--- src/rtl/cpu16_pkg.sv ---
// Shared constants and types for the cpu16 fetch stage.
// NOP bubble encoding, program index range, fetch FSM states, IF/ID ops.
package cpu16_pkg;

  localparam logic [15:0] NOP_INSTR = 16'h6F0F;
  localparam logic [3:0]  PROG_MIN  = 4'd1;
  localparam logic [3:0]  PROG_MAX  = 4'd9;

  typedef enum logic [1:0] {
    ST_IDLE,
    ST_RUN,
    ST_DRAIN
  } fetch_state_e;

  typedef enum logic [1:0] {
    IFID_HOLD,
    IFID_LOAD,
    IFID_FLUSH
  } ifid_op_e;

endpackage

--- src/rtl/fetch_pc_unit_if_id_reg.sv ---
// IF/ID pipeline register: load, hold, or flush to a NOP bubble.
// Ports: clk, reset, op, instr_in, pc_in -> instr, pc, valid.
module if_id_reg
  import cpu16_pkg::*;
#(
  parameter int ADDR_W = 16
) (
  input  logic              clk,
  input  logic              reset,
  input  ifid_op_e          op,
  input  logic [15:0]       instr_in,
  input  logic [ADDR_W-1:0] pc_in,
  output logic [15:0]       instr,
  output logic [ADDR_W-1:0] pc,
  output logic              valid
);

  logic [15:0]       instr_q, instr_d;
  logic [ADDR_W-1:0] pc_q, pc_d;
  logic              valid_q, valid_d;

  always_comb begin
    instr_d = instr_q;
    pc_d    = pc_q;
    valid_d = valid_q;
    unique case (op)
      IFID_LOAD: begin
        instr_d = instr_in;
        pc_d    = pc_in;
        valid_d = 1'b1;
      end
      IFID_FLUSH: begin
        instr_d = NOP_INSTR;
        pc_d    = '0;
        valid_d = 1'b0;
      end
      default: ;
    endcase
  end

  always_ff @(posedge clk) begin
    if (reset) begin
      instr_q <= NOP_INSTR;
      pc_q    <= '0;
      valid_q <= 1'b0;
    end else begin
      instr_q <= instr_d;
      pc_q    <= pc_d;
      valid_q <= valid_d;
    end
  end

  assign instr = instr_q;
  assign pc    = pc_q;
  assign valid = valid_q;

endmodule

--- src/rtl/fetch_pc_unit.sv ---
// Fetch stage: PC, program launch, run/stall/branch/halt FSM, IF/ID.
// Ports: start/prog_sel launch, stall/branch/halt control, PC out, IF/ID out.
module fetch_pc_unit
  import cpu16_pkg::*;
#(
  parameter int ADDR_W       = 16,
  parameter int MEM_DEPTH    = 4096,
  parameter int MAX_FETCH    = 64,
  parameter int DRAIN_CYCLES = 4
) (
  input  logic              clk,
  input  logic              reset,
  input  logic              start,
  input  logic [3:0]        prog_sel,
  input  logic              stall,
  input  logic              branch_taken,
  input  logic [ADDR_W-1:0] branch_target,
  input  logic              halt_req,
  input  logic [15:0]       M_instruction,
  output logic [ADDR_W-1:0] PCAdd_pc,
  output logic [15:0]       ID_instruction,
  output logic [ADDR_W-1:0] ID_pc,
  output logic              ID_valid,
  output logic              busy,
  output logic              done,
  output logic              sel_err
);

  localparam int CNT_W = $clog2(MAX_FETCH + 1);
  localparam int DRN_W =
    (DRAIN_CYCLES > 1) ? $clog2(DRAIN_CYCLES) : 1;
  localparam logic [ADDR_W-1:0] PC_LAST =
    ADDR_W'(MEM_DEPTH - 1);
  localparam logic [CNT_W-1:0] CNT_MAX =
    CNT_W'(MAX_FETCH);
  localparam logic [DRN_W-1:0] DRN_LAST =
    DRN_W'(DRAIN_CYCLES - 1);

  fetch_state_e      state_q, state_d;
  logic [ADDR_W-1:0] pc_q, pc_d;
  logic [CNT_W-1:0]  cnt_q, cnt_d;
  logic [DRN_W-1:0]  drn_q, drn_d;
  logic              busy_q, busy_d;
  logic              done_q, done_d;
  logic              err_q, err_d;
  ifid_op_e          ifid_op;

  logic              sel_ok;
  logic [ADDR_W-1:0] sel_ext;
  logic [ADDR_W-1:0] prog_base;
  logic [ADDR_W-1:0] pc_inc;
  logic              fetch_now;

  assign sel_ok = (prog_sel >= PROG_MIN) &&
                  (prog_sel <= PROG_MAX);
  assign sel_ext = ADDR_W'(prog_sel);
  // x*100 = x*64 + x*32 + x*4
  assign prog_base = (sel_ext << 6) +
                     (sel_ext << 5) +
                     (sel_ext << 2);
  assign pc_inc = (pc_q == PC_LAST) ? '0 :
                  pc_q + ADDR_W'(1);
  assign fetch_now = !branch_taken && !stall;

  always_comb begin
    state_d = state_q;
    pc_d    = pc_q;
    cnt_d   = cnt_q;
    drn_d   = drn_q;
    done_d  = 1'b0;
    err_d   = 1'b0;
    ifid_op = IFID_FLUSH;
    unique case (state_q)
      ST_IDLE: begin
        if (start) begin
          if (sel_ok) begin
            pc_d    = prog_base;
            cnt_d   = '0;
            state_d = ST_RUN;
          end else begin
            err_d = 1'b1;
          end
        end
      end
      ST_RUN: begin
        if (branch_taken) begin
          pc_d    = branch_target;
          ifid_op = IFID_FLUSH;
        end else if (stall) begin
          ifid_op = IFID_HOLD;
        end else begin
          ifid_op = IFID_LOAD;
          pc_d    = pc_inc;
          cnt_d   = cnt_q + CNT_W'(1);
        end
        // the current cycle's fetch/branch still completes
        if (halt_req ||
            (fetch_now && cnt_d == CNT_MAX)) begin
          state_d = ST_DRAIN;
          drn_d   = '0;
        end
      end
      ST_DRAIN: begin
        ifid_op = IFID_FLUSH;
        if (drn_q == DRN_LAST) begin
          state_d = ST_IDLE;
          done_d  = 1'b1;
        end else begin
          drn_d = drn_q + DRN_W'(1);
        end
      end
      default: state_d = ST_IDLE;
    endcase
    busy_d = (state_d != ST_IDLE);
  end

  always_ff @(posedge clk) begin
    if (reset) begin
      state_q <= ST_IDLE;
      pc_q    <= '0;
      cnt_q   <= '0;
      drn_q   <= '0;
      busy_q  <= 1'b0;
      done_q  <= 1'b0;
      err_q   <= 1'b0;
    end else begin
      state_q <= state_d;
      pc_q    <= pc_d;
      cnt_q   <= cnt_d;
      drn_q   <= drn_d;
      busy_q  <= busy_d;
      done_q  <= done_d;
      err_q   <= err_d;
    end
  end

  if_id_reg #(
    .ADDR_W (ADDR_W)
  ) u_if_id (
    .clk      (clk),
    .reset    (reset),
    .op       (ifid_op),
    .instr_in (M_instruction),
    .pc_in    (pc_q),
    .instr    (ID_instruction),
    .pc       (ID_pc),
    .valid    (ID_valid)
  );

  assign PCAdd_pc = pc_q;
  assign busy     = busy_q;
  assign done     = done_q;
  assign sel_err  = err_q;

endmodule

--- config.mk ---
export PLATFORM = sky130hd
export DESIGN_NAME = fetch_pc_unit
export DESIGN_NICKNAME = d
export VERILOG_FILES = /design/src/rtl/cpu16_pkg.sv /design/src/rtl/fetch_pc_unit_if_id_reg.sv /design/src/rtl/fetch_pc_unit.sv
export SDC_FILE = /design/constraint.sdc
export NUM_CORES = 1
export LEC_CHECK = 0
export ABC_AREA = 1
export CORE_MARGIN = 3
export CORE_UTILIZATION = 49
export CTS_CLUSTER_SIZE = 14
export DETAILED_ROUTE_END_ITERATION = 8
export HOLD_SLACK_MARGIN = 0.1
export PLACE_DENSITY = 0.92
export SYNTH_ARGS = -nofsm -noshare
export SYNTH_HDL_FRONTEND = slang
export SYNTH_HIERARCHICAL = 1
export SYNTH_SLANG_ARGS = --single-unit
--- constraint.sdc ---
create_clock -name clk -period 2.9 [get_ports clk]
set_clock_uncertainty 0.2 [all_clocks]
set_input_delay 0.29 -clock clk [delete_from_list [all_inputs] [get_ports clk]]
set_output_delay 0.29 -clock clk [all_outputs]
set_load 0.02 [all_outputs]
# Word-level counts from Yosys, hierarchy flattened
# Index checks and enable logic that the tools add are counted.
[classes]
addsub = 5
magnitude_cmp = 2
eq_ne = 12
muxes = 28
bitwise_logic = 3
n_reduce_logical = 16
[ops]
columns = ["op", "count"]
rows = [
  ["16-bit case mux with 2 select lines", 3],
  ["16-bit 2-to-1 mux", 5],
  ["7-bit 2-to-1 mux", 5],
  ["16-bit by 1-bit adder with 16-bit output, second input constant", 1],
  ["16-bit by 12-bit == test with 1-bit output, second input constant", 1],
  ["2-bit 2-to-1 mux", 8],
  ["7-bit case mux with 2 select lines", 1],
  ["11-bit by 6-bit adder with 12-bit output", 1],
  ["10-bit by 9-bit adder with 11-bit output", 1],
  ["2-bit != test, second input constant", 4],
  ["2-bit nonzero test", 4],
  ["7-bit by 1-bit adder with 7-bit output, second input constant", 1],
  ["7-bit == test, second input constant", 1],
  ["2-bit == test, second input constant", 3],
  ["2-bit case mux with 3 select lines", 1],
  ["3-bit AND reduction", 2],
  ["2-bit by 1-bit == test with 1-bit output, second input constant", 2],
  ["4-bit by 1-bit >= comparator with 1-bit output, second input constant", 1],
  ["4-bit less-or-equal comparator, second input constant", 1],
  ["2-bit case mux with 2 select lines", 1],
  ["4-bit AND reduction", 1],
  ["1-bit logical AND", 3],
  ["1-bit 2-to-1 mux", 3],
  ["3-bit != test, second input constant", 1],
  ["8 further kinds", 11],
]
[word_totals]
regBits = 63
in_bits = 42
output_inout_bits = 52
elab_cells = 76

# Longest topological paths before layout
# Gate-level depths: netlist of the first run.
[depth]
word_depth = 10
ltp_mapped = 13
depth_no_buf = 13

# By module
# Netlist of the first run, hierarchy kept.
[modules_own_cells]
columns = ["mod", "instances", "cells_each", "area_per_inst_um2", "seq_area_each_um2"]
rows = [
  ["fetch_pc_unit", 1, 342, 2263.4, 600.6],
  ["if_id_reg", 1, 148, 1208.7, 660.6],
]

# Worst setup path before layout of the first run
# Ideal clock, no wire load.
[synth_path]
path_type = "flip-flop to flip-flop"
start = "register state_q[0]"
end = "register u_if_id.pc_q[2], in the netlist u_if_id/pc[2]"
setup_ns = 0.070
arrival_time_ns = 1.749
t_required_ns = 2.630
slack_ns = 0.881
path_stages_with_launch = 13
path_buffers = 3
synth_period_minus_slack_ns = 2.019
path_cell_list = "dfxtp_1 > inv_2 > nor2_4 > inv_2 > buf_2 > nor2_1 > inv_1 > ha_1 > buf_6 > nor2_8 > buf_6 > nand2_1 > a21oi_1"
[synth_via]
elab_chain_cells = 4
elab_cells_between_ends = 6
cone_classes = "eq/ne (3); mux (2); reduce/logical (1)"
[synth_lines]
columns = ["element", "line", "rtl"]
rows = [
  ["from (decl)", "fetch_pc_unit.sv:39", "fetch_state_e state_q, state_d;"],
  ["from (signal assigned)", "fetch_pc_unit.sv:127", "state_q <= state_d;"],
  ["2-bit by 1-bit == test with 1-bit output *", "fetch_pc_unit.sv:73", "unique case (state_q)"],
  ["2-bit 2-to-1 mux *", "fetch_pc_unit.sv:73", ""],
  ["via ifid_op[0]", "fetch_pc_unit.sv:46", "ifid_op_e ifid_op;"],
  ["2-bit == test / 2-bit by 1-bit == test with 1-bit output (equally long branches)", "fetch_pc_unit_if_id_reg.sv:26", "unique case (op)"],
  ["16-bit case mux with 2 select lines / 2-bit nonzero test (equally long branches)", "n/a", ""],
  ["to (signal assigned)", "fetch_pc_unit_if_id_reg.sv:48", "pc_q <= pc_d;"],
  ["to (decl)", "fetch_pc_unit_if_id_reg.sv:19", "logic [ADDR_W-1:0] pc_q, pc_d;"],
]
# Mark *: on every way through the listed nets, which the timed path passes. The rest lies on a longest branch.
# A chain may end at the register's enable or synchronous reset.

# Worst setup path in the final report of the first run
[layout_path]
start = "input port prog_sel[3]"
end = "register pc_q[9], in the netlist PCAdd_pc[9]"
[layout_via]
elab_chain_cells = 5
elab_cells_between_ends = 10
cone_classes = "add/sub (2); order compare (2); eq/ne (1); mux (3); reduce/logical (2)"
[layout_lines]
columns = ["element", "line", "rtl"]
rows = [
  ["from (decl)", "fetch_pc_unit.sv:14", "input logic [3:0] prog_sel,"],
  ["10-bit by 9-bit adder with 11-bit output", "fetch_pc_unit.sv:58", "assign prog_base = (sel_ext << 6) +"],
  ["11-bit by 6-bit adder with 12-bit output", "fetch_pc_unit.sv:59", "(sel_ext << 5) +"],
  ["16-bit 2-to-1 mux", "fetch_pc_unit.sv:76", "if (sel_ok) begin"],
  ["16-bit 2-to-1 mux", "fetch_pc_unit.sv:75", "if (start) begin"],
  ["16-bit case mux with 2 select lines", "fetch_pc_unit.sv:73", ""],
  ["to (signal assigned)", "fetch_pc_unit.sv:128", "pc_q <= pc_d;"],
  ["to (decl)", "fetch_pc_unit.sv:40", "logic [ADDR_W-1:0] pc_q, pc_d;"],
]
# Several ways; a longest one is shown, not always the timed one. The select of a mux whose other input is x is not followed.

==> impl_metrics.ini, run 1 <==
[outcome]
status = finished clean

[sta]
setup_viol = 0
tightestPinTransition_ns = 0.467
slew_violations = 0
post-route-min-period_ns = 2.23
rsz0062_at_grt = false
fmax_ghz = 0.448
finalSetupTns_ns = 0
fin_crit_sh = 0.770
hold_violations = 0
slew_headroom = 0.689

[clock_network]
clock_sinks = 63
cts_setup_buffers = 0
cts-root-buf = clkbuf_8
holdBufCountCts = 0
max-clock-path-buffers = 2
cts-resized-gates = 0
clk_pin_slew_ns = 0.08
tritoncts.num_buffers = 9
cts_tree = built
htreeDepth = 3
clkLatencyLatePin_ns = 0.34

[yosys]
synth_flop_cell = dfxtp_1
synth_area_per_cell_um2 = 7.09
async_flop_share = 0
ys_types = 38
ys_seq_area_frac = 0.363
synth_fp_nets = 549
ys_ff_latch = 63
synthTopCellsByArea = dfxtp_1, nand2_1, a21oi_1
synth_top_area_share = 0.363
ys_warn_count = 6
syn_area_um2 = 3470
synth-edff-count = 0
syn_inst = 490
synth_area_leader_cell = dfxtp_1

[power]
peakVddDrop_mv = 0.271
p_per_area_nw_per_um2 = 481
power_leakage_nw = 1.73

[critical_path]
slowest_delay_ns = 0.60
crit_chain = clkdlybuf4s50_1, ha_1, inv_1, fa_1, nor2_1, a211oi_1, o21ai_0, a21oi_1, nor2_1, a21oi_1
crit_arrival_ns = 2.27
crit_buf_inv = 2
crit_slowest_cell = clkdlybuf4s50_1
crit_fanout = 6
worst_setup_path_end_kind = flop
critical_path_class = input pin to flop
critPathRequiredTime_ns = 2.94
start_kind = input pin
critPathTopFamily = buffers and inverters

[routing]
wl_um = 9660
vias = 3652
dr.pass1.iters = 6
drtIter0Drc = 277
viasPerCell = 5.33
avgRoutedWirePerCell_um = 14.1
drcViolationCount = 0
ant_nets = 0

[final_layout]
layout_common_cells = nand2_1, clkdlybuf4s50_1, dfxtp_1
n_antenna_cell = 0
drive_above_1_share = 0.104
fin_nets = 643
final_cell_area_um2 = 4690
area_growth_pct = 35.2
final_common_cell = nand2_1

[floorplanning]
start_util = 0.508
die_w_um = 90.2
core_um2 = 6830
chipHeight_um = 90.2
io_pins = 94
die_area_um2 = 8130
fp-row-count = 30

[placement]
dp_hpwl_um = 7240
port_buffers = 93
place_area_um2 = 4470
gp_congestion = 0.951

[grt]
grt_max_degree = 23
track_usage = 0.239
grt_pass1_vias = 3501
grt_pass1_wl_um = 16200
antenna_found_initial = 0
grt-ovfl-total = 0

[job]
drv_cap = 0

[min_path]
hold_path.class = flop to flop
-- per-layer routing --
layer	routed length (um)	global-route usage	share of wire
met5	0	0	0
met4	295	0.112	0.031
met2	4640	0.398	0.48
met1	3910	0.297	0.41
met3	805	0.0494	0.083
-- layout make-up --
cell class	count	area [um^2]
timing repair buffer	102	998
inverter	37	139
tap	96	120
fill	560	2140
clock inverter	7	96.3
multi-input combinational	371	1950
sequential	63	1260
clock buffer	9	124
-- flip-flops by register name, summed over array words and instances (netlist names) --
register and count:
PCAdd_pc 16, u_if_id/instr 16, u_if_id/pc 16, cnt_q 7, drn_q 2, state_q 2
busy 1, done 1, sel_err 1, u_if_id/valid 1
-- path summary, 6_finish.rpt --
kind	start	end	slack (ns)	depth (start not counted)
max	prog_sel[3]	PCAdd_pc[9]	0.67	10
max reg2reg	state_q[0]	u_if_id/valid	0.74	10
min reg2reg	u_if_id/pc[7]	u_if_id/pc[7]	0.26	2
min	u_if_id/pc[7]	u_if_id/pc[7]	0.26	2
-- through the flow --
step	worst slack [ns]	utilization	std cells	power, mW	hold slack (ns)
final	0.666	0.687	685	2.26	0.264
after global routing	0.443	0.687	685	2.37	0.287
after floorplan	0.881	-	490	1.23	0.225
after global placement	0.478	0.655	669	1.40	0.251
after CTS	0.720	0.687	685	2.26	0.266
after detailed placement	0.369	0.655	669	1.42	0.255
-- cells in the mapped netlist, types with 2 or more instances --
master    count
a21oi_1      60
a21oi_2       3
buf_2         5
buf_6         5
clkbuf_1      6
clkbuf_2      2
dfxtp_1      63
ha_1         16
inv_1        30
inv_2         6
nand2_1     150
nand2_2       7
nand3_1      27
nand3_2       3
nand3_4       2
nand3b_1      4
nand4_1       4
nor2_1       26
nor2_2        6
nor2_4        3
nor2_8        2
nor3_1        3
o21ai_0      29
o21ai_1       8
or2_1         2
xnor2_1       3
xor2_1        4
-- kinds of logic (layout without fill, tap and decap cells) --
logic type / after synthesis / after routing / synth area share
DFF: 63 / 63 / 0.363
buffers and inverters: 56 / 155 / 0.0739
AOI/OAI and AO/OA: 105 / 105 / 0.159
and+or+nand+nor: 242 / 242 / 0.323
xor gates and xnor gates: 7 / 7 / 0.0177
adders and majority gates: 17 / 17 / 0.0634
-- where the power goes --
group / switching (mW) / total, mW / internal, mW
logic: 0.255 / 0.447 / 0.193
clock network: 0.364 / 0.849 / 0.485
registers: 0.0551 / 0.961 / 0.906
total: 0.674 / 2.26 / 1.58
-- tightest hold or removal path: stages, from the launching register on --
cell	delay, ns
dfxtp_1	0.31
nand2_1	0.06
a21oi_1	0.05
No activity file was read; power rests on OpenSTA's default activity.
==> inputs of run 2 (changes only) <==
==> constraint.sdc (replaced) <==
create_clock -name clk -period 2.2 [get_ports clk]
set_clock_uncertainty 0.2 [all_clocks]
set_input_delay 0.22 -clock clk [delete_from_list [all_inputs] [get_ports clk]]
set_output_delay 0.22 -clock clk [all_outputs]
set_load 0.02 [all_outputs]
==> run 2 against run 1 <==
Effect of this change:
- wire length up 1.9%
- register-to-register slack worse by 0.62 ns
- first-iteration DRC count down 10%
- combinational power up 49%
- sequential power up 30%
- cell area up 4.3%
- non-clock buffer count up 27
- critical endpoint is now u_if_id/pc[2]
- count of clock-buffer cells in the layout up 2
- largest cell class unchanged
- clock power up 17%
- core utilization up 2.9 points
- sequential share of layout area down 1.1 points
==> impl_metrics.ini, run 2 (synthesis gave the netlist of run 1 again) <==
[floorplanning]
fp-row-count = 30
core_um2 = 6830
die_w_um = 90.2
chipHeight_um = 90.2
start_util = 0.508
io_pins = 94
die_area_um2 = 8130

[routing]
viasPerCell = 5.26
drcViolationCount = 0
vias = 3749
drtIter0Drc = 249
dr.pass1.iters = 5
wl_um = 9840
avgRoutedWirePerCell_um = 13.8
ant_nets = 0

[critical_path]
worst_setup_path_end_kind = flop
crit_chain = clkdlybuf4s50_1, buf_4, inv_2, nand2_2, nor2_1, inv_1, buf_4, ha_1, nor2_4, nand2_1, a21oi_1
cp-startpoint = branch_taken
r2r-start = state_q[0]
reg2reg_depth = 10
reg2reg_setup_slack_ns = 0.12
critical_path_class = input pin to flop
crit_fanout = 11
crit_top_cell = buf_4
crit_slowest_cell = clkdlybuf4s50_1
critPathRequiredTime_ns = 2.28
regToRegEndpoint = u_if_id/pc[2]
endpoint = u_if_id/pc[2]
slowest_delay_ns = 0.42
crit_arrival_ns = 2.19
start_kind = input pin

[power]
p_sw_mw = 0.887
netSwitchingFraction = 0.305
total_power_mw = 2.91
p_comb_frac = 0.230
power_frac_clock = 0.341
peakVddDrop_mv = 0.309
p_int_mw = 2.02
power_leakage_nw = 1.87
p_per_area_nw_per_um2 = 594
seqPwrFrac = 0.429

[sta]
slew_headroom = 0.710
finalSetupTns_ns = 0
setup_ws_ns = 0.0842
fmax_ghz = 0.473
post-route-min-period_ns = 2.12
tightestPinTransition_ns = 0.434
slew_violations = 0
fin_crit_sh = 0.962
setup_viol = 0
hold_violations = 0
rsz0062_at_grt = true

[clock_network]
cts-root-buf = clkbuf_8
htreeDepth = 3
clock_sinks = 63
cts_setup_buffers = 0
clkLatencyLatePin_ns = 0.34
max-clock-path-buffers = 2
tritoncts.num_buffers = 9
cts_tree = built
clk_pin_slew_ns = 0.07

[job]
drv_cap = 0

[grt]
antenna_found_initial = 0
grt-ovfl-total = 0
grt_max_degree = 23
grt_pass1_vias = 3526
track_usage = 0.242
grt_pass1_wl_um = 16300

[final_layout]
layout_common_cells = nand2_1, clkdlybuf4s50_1, dfxtp_1
fin_nets = 671
area_growth_pct = 41.0
final_common_cell = nand2_1
n_antenna_cell = 0
finish.utilization = 0.716
drive_above_1_share = 0.144

[min_path]
hold_path.class = input pin to flop

[placement]
port_buffers = 93
dp_hpwl_um = 7400
gp_congestion = 0.931
dpl_worst_slack_ns = -0.216

[outcome]
status = finished clean
[run 2: worst min-delay path by stage]
| stage | from | to | depth (start not counted) |
|---|---|---|---|
| 2_1_floorplan | M_instruction[0] | u_if_id/instr[0] | 2 |
| 6_report | prog_sel[0] | PCAdd_pc[2] | 3 |
| 4_1_cts | M_instruction[12] | u_if_id/instr[12] | 3 |
| 3_5_place_dp | u_if_id/pc[14] | u_if_id/pc[14] | 2 |
| 5_1_grt | prog_sel[0] | PCAdd_pc[2] | 3 |
| 3_3_place_gp | u_if_id/instr[4] | u_if_id/instr[4] | 2 |
[run 2: cell type report]
type,instances,area (um^2)
tap,96,120
sequential,63,1260
fill,544,1940
clock inverter,5,58.8
multi-input combinational,372,1970
timing repair buffer,129,1220
clock buffer,11,131
inverter,37,139
[run 2: critical path, delay by kind of cell]
family	cells	cell delay [ns]
fa+ha+maj	1	0.32
simple gates	4	0.64
compound gates	1	0.13
buf+inv	5	0.86
[run 2: per-stage QoR]
stage          instances  hold WS [ns]  instance area [um^2]
3_5_place_dp         696         0.257                  4690
3_3_place_gp         696         0.251                  4690
4_1_cts              712         0.232                  4880
2_1_floorplan        490         0.155                  3470
5_1_grt              713         0.244                  4890
6_report             713         0.198                  4890
[run 2: timing repair]
item / 4_1_cts / 5_1_grt
hold buffers: 0 / 0
gates resized for setup: 0 / 3
setup endpoints to repair: 0 / 8
[run 2: power groups by stage]
stage          Combinational, mW  Clock, mW  Sequential, mW
3_5_place_dp               0.651          0            1.27
4_1_cts                    0.658       1.01            1.25
6_report                   0.668      0.992            1.25
3_3_place_gp               0.633          0            1.27
5_1_grt                    0.727       1.06            1.25
2_1_floorplan              0.292          0            1.33
[run 2: layer usage]
metal | track usage | part of all wire
met1 | 0.291 | 0.42
met2 | 0.412 | 0.47
met3 | 0.0536 | 0.078
met4 | 0.108 | 0.033
met5 | 0 | 0
==> inputs of run 3 (changes only) <==
--- a/config.mk
+++ b/config.mk
@@ -6,12 +6,15 @@
 export NUM_CORES = 1
 export LEC_CHECK = 0
 export ABC_AREA = 1
+export CELL_PAD_IN_SITES_DETAIL_PLACEMENT = 0
+export CELL_PAD_IN_SITES_GLOBAL_PLACEMENT = 1
 export CORE_MARGIN = 3
-export CORE_UTILIZATION = 49
+export CORE_UTILIZATION = 34
 export CTS_CLUSTER_SIZE = 14
 export DETAILED_ROUTE_END_ITERATION = 8
 export HOLD_SLACK_MARGIN = 0.1
-export PLACE_DENSITY = 0.92
+export PLACE_DENSITY = 0.91
+export REMOVE_ABC_BUFFERS = 1
 export SYNTH_ARGS = -nofsm -noshare
 export SYNTH_HDL_FRONTEND = slang
 export SYNTH_HIERARCHICAL = 1
==> run 3 against run 2 <==
Effect of this change:
- final cell count rose by 5.6%
- core utilization fell by 21 points
- setup slack better by 0.085 ns
- sequential share of layout area is 0.53 points lower
- die area up 41%
==> impl_metrics.ini, run 3 (synthesis gave the netlist of run 1 again) <==
[outcome]
status = finished clean

[final_layout]
drive_above_1_share = 0.148
n_antenna_cell = 0
fin_cells = 753
final_common_cell = nand2_1
area_growth_pct = 43.9
num-fill-cells = 961
fin_nets = 674
layout_common_cells = nand2_1, clkdlybuf4s50_1, dfxtp_1

[routing]
drcViolationCount = 0
dr.pass1.iters = 5
drtIter0Drc = 296
ant_nets = 0
vias = 3628
viasPerCell = 4.82
wl_um = 9830
avgRoutedWirePerCell_um = 13.1

[grt]
track_usage = 0.174
grt_pass1_wl_um = 16200
grt_max_degree = 28
grt_pass1_vias = 3360
grt-ovfl-total = 0
antenna_found_initial = 0

[critical_path]
crit_slowest_cell = clkdlybuf4s50_1
crit_fanout = 5
slowest_delay_ns = 0.57
critical_path_class = input pin to flop
crit_arrival_ns = 2.06
start_kind = input pin
worst_setup_path_end_kind = flop
critPathRequiredTime_ns = 2.23
crit_chain = clkdlybuf4s50_1, inv_1, buf_4, fa_1, nor2_1, a211oi_1, o21ai_0, a21oi_1, nor2_1, a21oi_1

[floorplanning]
io_pins = 94
fp-row-count = 36
chipHeight_um = 107
start_util = 0.352
die_w_um = 107
core_um2 = 9860
die_area_um2 = 11500

[power]
power_leakage_nw = 1.91
total_power_mw = 3.05
p_per_area_nw_per_um2 = 610
peakVddDrop_mv = 0.275

[sta]
whs_ns = 0.228
setup_viol = 0
slew_violations = 0
post-route-min-period_ns = 2.03
slew_headroom = 0.747
tightestPinTransition_ns = 0.380
rsz0062_at_grt = false
fin_crit_sh = 0.923
fmax_ghz = 0.493
hold_violations = 0

[clock_network]
htreeDepth = 3
holdBufCountCts = 0
cts-root-buf = clkbuf_8
clock_sinks = 63
tritoncts.num_buffers = 9
clkLatencyLatePin_ns = 0.35
cts_tree = built
cts-resized-gates = 0
max-clock-path-buffers = 2
cts_setup_buffers = 0
clk_pin_slew_ns = 0.08

[job]
drv_cap = 0

[placement]
dp.cells = 737
port_buffers = 93
gp_congestion = 0.906
dp_hpwl_um = 7530

[min_path]
hold_path.class = input pin to flop
## run 3: cell types whose count changed in the layout (fill, tap and decap cells not counted), sizes merged
| cell | previous run | this run |
|---|---|---|
| buf | 36 | 40 |
| clkbuf | 11 | 9 |
| clkinv | 3 | 5 |
| clkinvlp | 2 | 0 |
| bufinv | 1 | 2 |
| clkdlybuf4s50 | 92 | 93 |
| dlymetal6s2s | 1 | 0 |
| inv | 36 | 37 |
| nor2 | 38 | 37 |
## run 3: where the power goes
group	switching (mW)	internal, mW	leakage, nW
sequential	0.0507	1.19	0.512
combinational	0.367	0.316	1.28
clock	0.479	0.641	0.114
## run 3: final timing paths
path | cells after the start | end | slack, ns | start
worst max register to register | 9 | u_if_id/instr[6] | 0.26 | state_q[0]
worst max-delay path | 10 | PCAdd_pc[9] | 0.17 | prog_sel[0]
worst min-delay path | 3 | u_if_id/instr[5] | 0.23 | M_instruction[5]
worst min register to register | 2 | u_if_id/pc[14] | 0.27 | u_if_id/pc[14]
## run 3: worst max-delay path, delay by kind of cell
kind | cells | cell delay [ns]
buffers and inverters | 3 | 0.81
adder cells (fa/ha/maj) | 1 | 0.42
AO/OA/AOI/OAI | 4 | 0.36
AND/OR/NAND/NOR | 2 | 0.23
## run 3: per-layer routing
metal | global-route usage | share of wire | vias to the layer above
met4 | 0.0548 | 0.011 | 0
met1 | 0.239 | 0.45 | 1643
met5 | 0 | 0 | -
li1 | - | - | 1849
met2 | 0.274 | 0.46 | 123
met3 | 0.0337 | 0.077 | 13
## run 3: cell type report
type                       count  area [um^2]  area share
multi-input combinational    371         1950       0.391
sequential                    63         1260       0.252
timing repair buffer         133         1260       0.251
tap                          133          166      0.0333
inverter                      37          139      0.0278
clock buffer                   9          124      0.0248
clock inverter                 7         96.3      0.0193
## run 3: through the flow
| stage | utilization | instance area, um^2 | TNS [ns] | setup slack [ns] |
|---|---|---|---|---|
| floorplan | - | 3350 | -8.65 | -0.375 |
| global placement | 0.484 | 4780 | -4.04 | -0.127 |
| detailed placement | 0.484 | 4780 | -6.80 | -0.196 |
| CTS | 0.507 | 5000 | 0 | 0.162 |
| global route | 0.507 | 5000 | 0 | 0.00632 |
| finish | 0.507 | 5000 | 0 | 0.170 |
